<file path="src/rtl/mos_or2_switch.sv">
// -----------------------------------------------------------------------------
// mos_or2_switch
//
// Cycle-based switch-level model of a six-transistor CMOS OR2 cell, used as a
// golden reference against gate-level OR2 results.
//
//   NOR stage : n1 (gate b), n2 (gate a) pull w5 to vss
//               p4 (gate a) vdd -> w6, p3 (gate b) w6 -> w5
//   Inverter  : n5 (gate w5) pulls y to vss, p6 (gate w5) pulls y to vdd
//
// Every transistor sees its gate through its own delay line of D_xx clock
// cycles. Node values are resolved combinationally from the delayed gates, so
// the delay-line registers are the only state. Transport delay is modelled:
// X/Z transients caused by unequal pull-up/pull-down delays are kept.
//
// 4-state encoding on every 2-bit value: 00=0, 01=1, 10=X, 11=Z.
//
// Parameters (delay in clock cycles, each >= 1):
//   D_N1, D_N2, D_P3, D_P4, D_N5, D_P6
//
// Ports:
//   clk  in   1  rising-edge clock
//   rst  in   1  asynchronous active-high reset, fills all delay lines with Z
//   a    in   2  4-state input A
//   b    in   2  4-state input B
//   y    out  2  4-state cell output
//   w5   out  2  internal NOR node (observation)
//   w6   out  2  series pull-up node between p4 and p3 (observation)
// -----------------------------------------------------------------------------

// -----------------------------------------------------------------------------
// mos_or2_delay_line
//
// Gate-value delay line of STAGES registers. The output is the gate value
// sampled STAGES rising edges earlier. Reset loads Z into every stage, which
// makes the attached switch non-conducting-or-unknown until real values
// arrive.
//
// Ports:
//   clk       in   1  rising-edge clock
//   rst       in   1  asynchronous active-high reset
//   gate      in   2  undelayed gate node value
//   gate_dly  out  2  gate value seen by the transistor
// -----------------------------------------------------------------------------
module mos_or2_delay_line #(
    parameter int STAGES = 1
) (
    input  logic       clk,
    input  logic       rst,
    input  logic [1:0] gate,
    output logic [1:0] gate_dly
);

    localparam logic [1:0] VZ = 2'b11;

    logic [1:0] taps [STAGES];

    always_ff @(posedge clk or posedge rst) begin
        if (rst) begin
            for (int i = 0; i < STAGES; i++) begin
                taps[i] <= VZ;
            end
        end else begin
            taps[0] <= gate;
            for (int i = 1; i < STAGES; i++) begin
                taps[i] <= taps[i-1];
            end
        end
    end

    assign gate_dly = taps[STAGES-1];

endmodule

module mos_or2_switch #(
    parameter int D_N1 = 3,
    parameter int D_N2 = 3,
    parameter int D_P3 = 3,
    parameter int D_P4 = 1,
    parameter int D_N5 = 2,
    parameter int D_P6 = 2
) (
    input  logic       clk,
    input  logic       rst,
    input  logic [1:0] a,
    input  logic [1:0] b,
    output logic [1:0] y,
    output logic [1:0] w5,
    output logic [1:0] w6
);

    localparam logic [1:0] V0 = 2'b00;
    localparam logic [1:0] V1 = 2'b01;
    localparam logic [1:0] VX = 2'b10;
    localparam logic [1:0] VZ = 2'b11;

    localparam logic [1:0] VDD = V1;
    localparam logic [1:0] VSS = V0;

    // A switch whose gate is unknown still passes "nothing" when its source
    // is floating, so the unknown case only degrades a driven source to X.
    function automatic logic [1:0] unknown_drive(input logic [1:0] src);
        return (src == VZ) ? VZ : VX;
    endfunction

    function automatic logic [1:0] nmos_drive(input logic [1:0] g,
                                              input logic [1:0] src);
        logic [1:0] drv;
        case (g)
            V1:      drv = src;
            V0:      drv = VZ;
            default: drv = unknown_drive(src);
        endcase
        return drv;
    endfunction

    function automatic logic [1:0] pmos_drive(input logic [1:0] g,
                                              input logic [1:0] src);
        logic [1:0] drv;
        case (g)
            V0:      drv = src;
            V1:      drv = VZ;
            default: drv = unknown_drive(src);
        endcase
        return drv;
    endfunction

    // Pairwise wired resolution; Z is the identity, equal values merge and
    // any disagreement (including X against anything driven) gives X. The
    // rule is associative, so multi-driver nodes fold it pairwise.
    function automatic logic [1:0] resolve2(input logic [1:0] d0,
                                            input logic [1:0] d1);
        logic [1:0] res;
        if (d0 == VZ) begin
            res = d1;
        end else if (d1 == VZ) begin
            res = d0;
        end else if (d0 == d1) begin
            res = d0;
        end else begin
            res = VX;
        end
        return res;
    endfunction

    function automatic logic [1:0] resolve3(input logic [1:0] d0,
                                            input logic [1:0] d1,
                                            input logic [1:0] d2);
        return resolve2(resolve2(d0, d1), d2);
    endfunction

    // Delayed gate values as seen by each transistor.
    logic [1:0] g_n1;
    logic [1:0] g_n2;
    logic [1:0] g_p3;
    logic [1:0] g_p4;
    logic [1:0] g_n5;
    logic [1:0] g_p6;

    // Per-switch contributions onto their drain nodes.
    logic [1:0] drv_n1;
    logic [1:0] drv_n2;
    logic [1:0] drv_p3;
    logic [1:0] drv_p4;
    logic [1:0] drv_n5;
    logic [1:0] drv_p6;

    // ---- NOR stage gate delays (inputs a, b) ----
    mos_or2_delay_line #(.STAGES(D_N1)) u_dl_n1 (
        .clk      (clk),
        .rst      (rst),
        .gate     (b),
        .gate_dly (g_n1)
    );

    mos_or2_delay_line #(.STAGES(D_N2)) u_dl_n2 (
        .clk      (clk),
        .rst      (rst),
        .gate     (a),
        .gate_dly (g_n2)
    );

    mos_or2_delay_line #(.STAGES(D_P3)) u_dl_p3 (
        .clk      (clk),
        .rst      (rst),
        .gate     (b),
        .gate_dly (g_p3)
    );

    mos_or2_delay_line #(.STAGES(D_P4)) u_dl_p4 (
        .clk      (clk),
        .rst      (rst),
        .gate     (a),
        .gate_dly (g_p4)
    );

    // ---- NOR stage node resolution ----
    // w6 has a single driver (p4 from vdd); with no charge storage it floats
    // to Z whenever p4 is off.
    assign drv_p4 = pmos_drive(g_p4, VDD);
    assign w6     = drv_p4;

    // p3 forwards whatever w6 currently holds, so a floating w6 cannot pull
    // w5 up even when p3 is on.
    assign drv_n1 = nmos_drive(g_n1, VSS);
    assign drv_n2 = nmos_drive(g_n2, VSS);
    assign drv_p3 = pmos_drive(g_p3, w6);
    assign w5     = resolve3(drv_n1, drv_n2, drv_p3);

    // ---- Inverter gate delays (input w5) ----
    mos_or2_delay_line #(.STAGES(D_N5)) u_dl_n5 (
        .clk      (clk),
        .rst      (rst),
        .gate     (w5),
        .gate_dly (g_n5)
    );

    mos_or2_delay_line #(.STAGES(D_P6)) u_dl_p6 (
        .clk      (clk),
        .rst      (rst),
        .gate     (w5),
        .gate_dly (g_p6)
    );

    // ---- Inverter node resolution ----
    assign drv_n5 = nmos_drive(g_n5, VSS);
    assign drv_p6 = pmos_drive(g_p6, VDD);
    assign y      = resolve2(drv_n5, drv_p6);

endmodule

</file>
<file path="config.mk">
export PLATFORM = sky130hd
export DESIGN_NAME = mos_or2_switch
export DESIGN_NICKNAME = d
export VERILOG_FILES = /design/src/rtl/mos_or2_switch.sv
export SDC_FILE = /design/constraint.sdc
export NUM_CORES = 1
export LEC_CHECK = 0
export ABC_AREA = 1
export CORE_AREA = 2 2 39 41
export CTS_CLUSTER_SIZE = 28
export DETAILED_ROUTE_END_ITERATION = 8
export DIE_AREA = 0 0 41 43
export PLACE_DENSITY = 0.68
export REMOVE_ABC_BUFFERS = 1
export SLEW_MARGIN = 20
export SYNTH_ARGS = -nofsm -noshare
export SYNTH_HDL_FRONTEND = slang
export SYNTH_SLANG_ARGS = --single-unit
</file>
<file path="constraint.sdc">
create_clock -name clk -period 2.2 [get_ports clk]
set_clock_uncertainty 0.05 [all_clocks]
set_input_delay 0.33 -clock clk [delete_from_list [all_inputs] [get_ports clk]]
set_output_delay 0.33 -clock clk [all_outputs]
set_load 0.05 [all_outputs]
</file>
==> Word level (Yosys, flattened, before mapping) <==
Cells that the tools add are included.
{ "word_totals": {"register_bits": 16, "latchBits": 0, "ram_bits": 0, "romBits": 0, "out_inout_bits": 6, "word_cells": 42, "mem_count": 0} }
{ "classes": {"addsub": 0, "mul": 0, "div_mod_pow": 0, "magnitude_cmp": 0, "n_eq_ne": 14, "n_shift": 0, "n_mux": 16, "bitwise_logic": 0, "n_reduce_logical": 4} }
{ "ops": {"columns": ["operator", "n"], "rows": [
  ["2-bit case mux with 2 select lines", 6],
  ["2-bit 2-to-1 mux", 9],
  ["2-bit == test (second input constant)", 7],
  ["2-bit by 1-bit == test with 1-bit output (second input constant)", 4],
  ["2-bit logical NOT", 4],
  ["2-bit == test", 3],
  ["1-bit 2-to-1 mux", 1]
]} }

==> Logic depth before layout (Yosys ltp) <==
{ "logic_depth": {"depth_word": 10, "ltp_mapped": 8} }

==> Modules after synthesis <==
A second synthesis with hierarchy kept.
{ "unflattened": {"cells_unflattened": 76, "hier_area_um2": 1007.2} }
{ "modules_own_cells": {"columns": ["module", "n_inst", "cells_per_inst", "area_per_inst_um2"], "rows": [
  ["mos_or2_delay_line at u_dl_n1 ...", 3, 9, 176.4],
  ["mos_or2_delay_line at u_dl_n5 ...", 2, 7, 123.9],
  ["mos_or2_switch", 1, 32, 173.9],
  ["mos_or2_delay_line at u_dl_p4", 1, 3, 56.3]
]} }

==> Worst setup path before layout <==
Ideal clock, no wire load.
{ "synth_timing": {"kind": "reg-to-output", "from": "register u_dl_p3.taps, in the netlist u_dl_p3.gate_dly[0]", "to": "output port w5[1]", "arrival_ns": 1.930, "t_required_ns": 1.820, "slack_ns": -0.110, "stages_incl_launch_ff": 8, "path_buffers": 0, "cell_sequence": "dfstp_2 > nor2_4 > ha_1 > ha_1 > nand4_1 > nand2_1 > nor2_1 > nor2_1"} }
{ "synth_between": {"elab_chain_len": 10, "word_cells_on_any_way": 15, "cone_classes": "eq/ne (6); mux (8); reduce/logical (1)"} }
{ "synth_lines": {"columns": ["element", "line_no", "text"], "rows": [
  ["from (decl)", "56", "logic [1:0] taps [STAGES];"],
  ["from (signal, indexed assignment)", "66", "taps[i] <= taps[i-1];"],
  ["2-bit by 1-bit == test with 1-bit output or 2-bit logical NOT (tied branches)", null, null],
  ["2-bit case mux with 2 select lines", null, null],
  ["2-bit == test", null, null],
  ["2-bit 2-to-1 mux (3 in series)", null, null],
  ["2-bit == test", "138", "end else if (d0 == d1) begin"],
  ["2-bit 2-to-1 mux", "138", null],
  ["2-bit 2-to-1 mux", "136", "end else if (d1 == VZ) begin"],
  ["2-bit 2-to-1 mux *", "134", "if (d0 == VZ) begin"],
  ["to (decl)", "88", "output logic [1:0] w5,"]
]} }
Mark *: on every way between the ends. The rest lies on a longest branch, timed or not.

==> Worst setup path in the final report <==
Ends and elaborated chain as after synthesis.

==> key figures <==
Worst setup path
  • Crit start category: register
  • R2R setup slack: between 0.4 and 0.5 ns
  • WP depth: 9
  • Crit path DAT: approximately 1.9 ns
  • Crit Path Category: reg2out
  • Crit path launch: u_dl_p3.gate_dly[0]
  • Buf+Inv Stages, Crit Path: 2
  • CP Max Fanout: 2
  • CP Cell Sequence: buf_6 > nand2_2 > a21oi_2 > ha_1 > nand4_1 > nand2_1 > nor2_2 > nor2_4 > buf_12
  • Crit. End Element: primary output
  • Crit-path max cell delay: between 0.5 and 0.6 ns
  • Worst Setup EP: w5[1]
  • RR Startpoint: u_dl_p3.gate_dly[0]
  • Crit Reg-Reg Endpoint: u_dl_p6.taps[3]
  • CP top delay family: flip-flops
  • Slowest cell on the critical path: dfstp_2
  • Worst reg2reg path depth: 9
  • CP required: 1.82 ns

Synthesis
  • Commonest cells post-synth: dfstp_2 (16), nand2_1 (6), inv_1 (5), nor2_1 (5)
  • Syn Inst Count: 42
  • Post-Syn Area: 558 um2
  • Share of flip-flops with an asynchronous set or reset: between 90% and 100%
  • Synth Register Bits: 16
  • Post-synth top area cell: dfstp_2
  • Ys flop type: dfstp_2
  • Area share of the leading cell type in the synthesized netlist: roughly three quarters
  • YS warnings: 0
  • Syn Area/Cell: approximately 13 um2
  • Post-synthesis sequential area ratio: around three quarters
  • Most numerous cell in the Yosys netlist: dfstp_2
  • Largest cells by area after synthesis: dfstp_2 (75%), ha_1 (4.5%), nand2_1 (4.0%)
  • Number of synthesized flops with an enable pin: 0
  • Synth unique cells: 12

Routing
  • Routed Antenna Nets: 0
  • Initial drt markers: 2
  • Drt wl/cell: approximately 11 um
  • DR pass1 iterations: 2
  • Residual DRC: 0
  • Post-Route WL: 842 um
  • Vias: between 300 and 400
  • Vias/cell: about 4.5

Status
  • Status: finished, violations left
  • Failing checks: setup timing

GRT
  • Grt total ovfl: 0
  • First-pass GRT wire length: roughly 1.4 mm
  • Number of global-route vias before repair: ~350
  • Initial antenna violation count: 0
  • Overall Global Routing Usage: between 10% and 20%
  • Largest net degree at the start of global routing: 17

Clock tree
  • CTS Buffer Depth: 2
  • CTS Hold Bufs: 0
  • Num CTS Buffers: 3
  • Worst-Skew Late Latency: 0.28 ns
  • Clk sinks: 16
  • Reg clk slew, reported paths: about 0.09 ns
  • CTS tree: yes
  • CTS root buf: clkbuf_4
  • Htree depth: 1

Pwr
  • Leakage: ~0.34 nW
  • Maximum VDD drop: about 500 uV
  • PD cells: roughly 740 nW/um2

Timing
  • F_max: 0.437 GHz
  • Period Utilization, post-route: 104%
  • Setup WS post-layout: -0.0876 ns
  • Final worst path period need: roughly 2.3 ns
  • Setup TNS: -0.0876 ns
  • Slew HR: 62.0%
  • Final setup fails: 1
  • Final hold vios: 0
  • RSZ-0062 raised after global routing: yes
  • Least-Margin Pin Slew: 0.569 ns
  • Final Slew Violations: 0

Placed design
  • HPWL after detailed placement: 547 um
  • GPL Wtd Cong: roughly 0.75
  • Pre-CTS setup slack: roughly 0.12 ns
  • Cell Area, Placed: about 700 um2
  • Port-buffer cells: 11

Floorplan
  • I/O pin total: 12
  • Die X: between 40 and 50 um
  • Die height: about 43 um
  • Die footprint: ~1800 um2
  • Row cnt: 14
  • Core ar.: between 1000 and 1500 um2
  • Initial Utilization: a little over 40%

Finish
  • Post-route cell area: 785 um2
  • Post-layout util: a little under three fifths
  • Area occupied by multi-input gates: between 100 and 150 um2
  • Register area: ~420 um2
  • Share of layout cells above drive strength 1: 58.6%
  • Area growth, synth to finish: 40.6%
  • Final-stage net count: 67
  • Fill cells: 116
  • Ant diodes: 0

Job
  • Max-Cap Viols: 0

Min path
  • Hold WC Path Type: reg2reg
-- report_power, final --
part / internal (mW) / switching, mW / leakage (nW)
combinational: 0.0287 / 0.0393 / 0.147
clock: 0.101 / 0.0863 / 0.0210
sequential: 0.318 / 0.00766 / 0.168
total: 0.448 / 0.133 / 0.336
-- registers in the layout, indices dropped and copies added, names as in the netlist --
signal / count
u_dl_n2.gate_dly: 2
u_dl_p3.gate_dly: 2
u_dl_p3.taps: 4
u_dl_p6.taps: 2
u_dl_p6.gate_dly: 2
u_dl_n2.taps: 4
-- metal layers --
layer / share of wire, % / global-route usage (%) / wire, um
met5: 0 / 0 / 0
met4: 1.2 / 4.00 / 10
met3: 6.1 / 5.76 / 51
met2: 51 / 18.8 / 429
met1: 42 / 14.4 / 352
-- how the worst min path moves through the flow --
| stage | startpoint | endpoint | slack, ns | depth (start not counted) |
|---|---|---|---|---|
| 3_3_place_gp | u_dl_n2.taps[2] | u_dl_n2.gate_dly[0] | 0.30 | 0 |
| 6_report | u_dl_p6.taps[2] | u_dl_p6.gate_dly[0] | 0.31 | 0 |
| 4_1_cts | u_dl_p3.taps[4] | u_dl_p3.taps[2] | 0.31 | 0 |
| 2_1_floorplan | a[0] | u_dl_n2.taps[4] | 0.28 | 0 |
| 5_1_grt | u_dl_p3.taps[4] | u_dl_p3.taps[2] | 0.30 | 0 |
| 3_5_place_dp | u_dl_p3.taps[2] | u_dl_p3.gate_dly[0] | 0.30 | 0 |
-- cells by family after synthesis --
kind of cell,count (synthesis),share of synthesized area (%)
buf+inv,6,4.04
simple gates,16,13.7
flops,16,75.3
compound gates,2,2.47
fa+ha+maj,2,4.48
-- placed cells by master, fill, tap and decap left out --
master / instances
a21oi_1: 1
nor2_4: 2
nand4_1: 2
nand2_2: 2
clkbuf_8: 1
inv_1: 4
clkbuf_4: 3
buf_12: 2
a21oi_2: 1
inv_2: 1
buf_6: 1
ha_1: 1
nand3_1: 1
ha_4: 1
nor2_1: 2
buf_4: 2
nand2_1: 5
nor2_2: 2
clkdlybuf4s50_1: 8
dfstp_2: 16
-- area by class of cell --
type	count	share of cell area, %
Inverter	5	2.39
Clock buffer	4	4.63
Tap cell	16	2.55
Timing Repair Buffer	13	18.7
Multi-Input combinational cell	20	18.2
Sequential cell	16	53.6
-- through the flow --
step | instances | total power [mW] | hold WS (ns)
2_1_floorplan | 41 | 0.364 | 0.284
6_report | 74 | 0.581 | 0.309
3_3_place_gp | 68 | 0.388 | 0.295
3_5_place_dp | 68 | 0.390 | 0.297
5_1_grt | 74 | 0.604 | 0.304
4_1_cts | 74 | 0.584 | 0.310
-- repair_timing --
item,in CTS,in global routing
setup buffers,2,0
gates cloned,0,0
pin swaps,4,0
gates resized for setup,7,2
endpoints found under the setup margin,1,1
No activity file was read; power rests on OpenSTA's default activity.
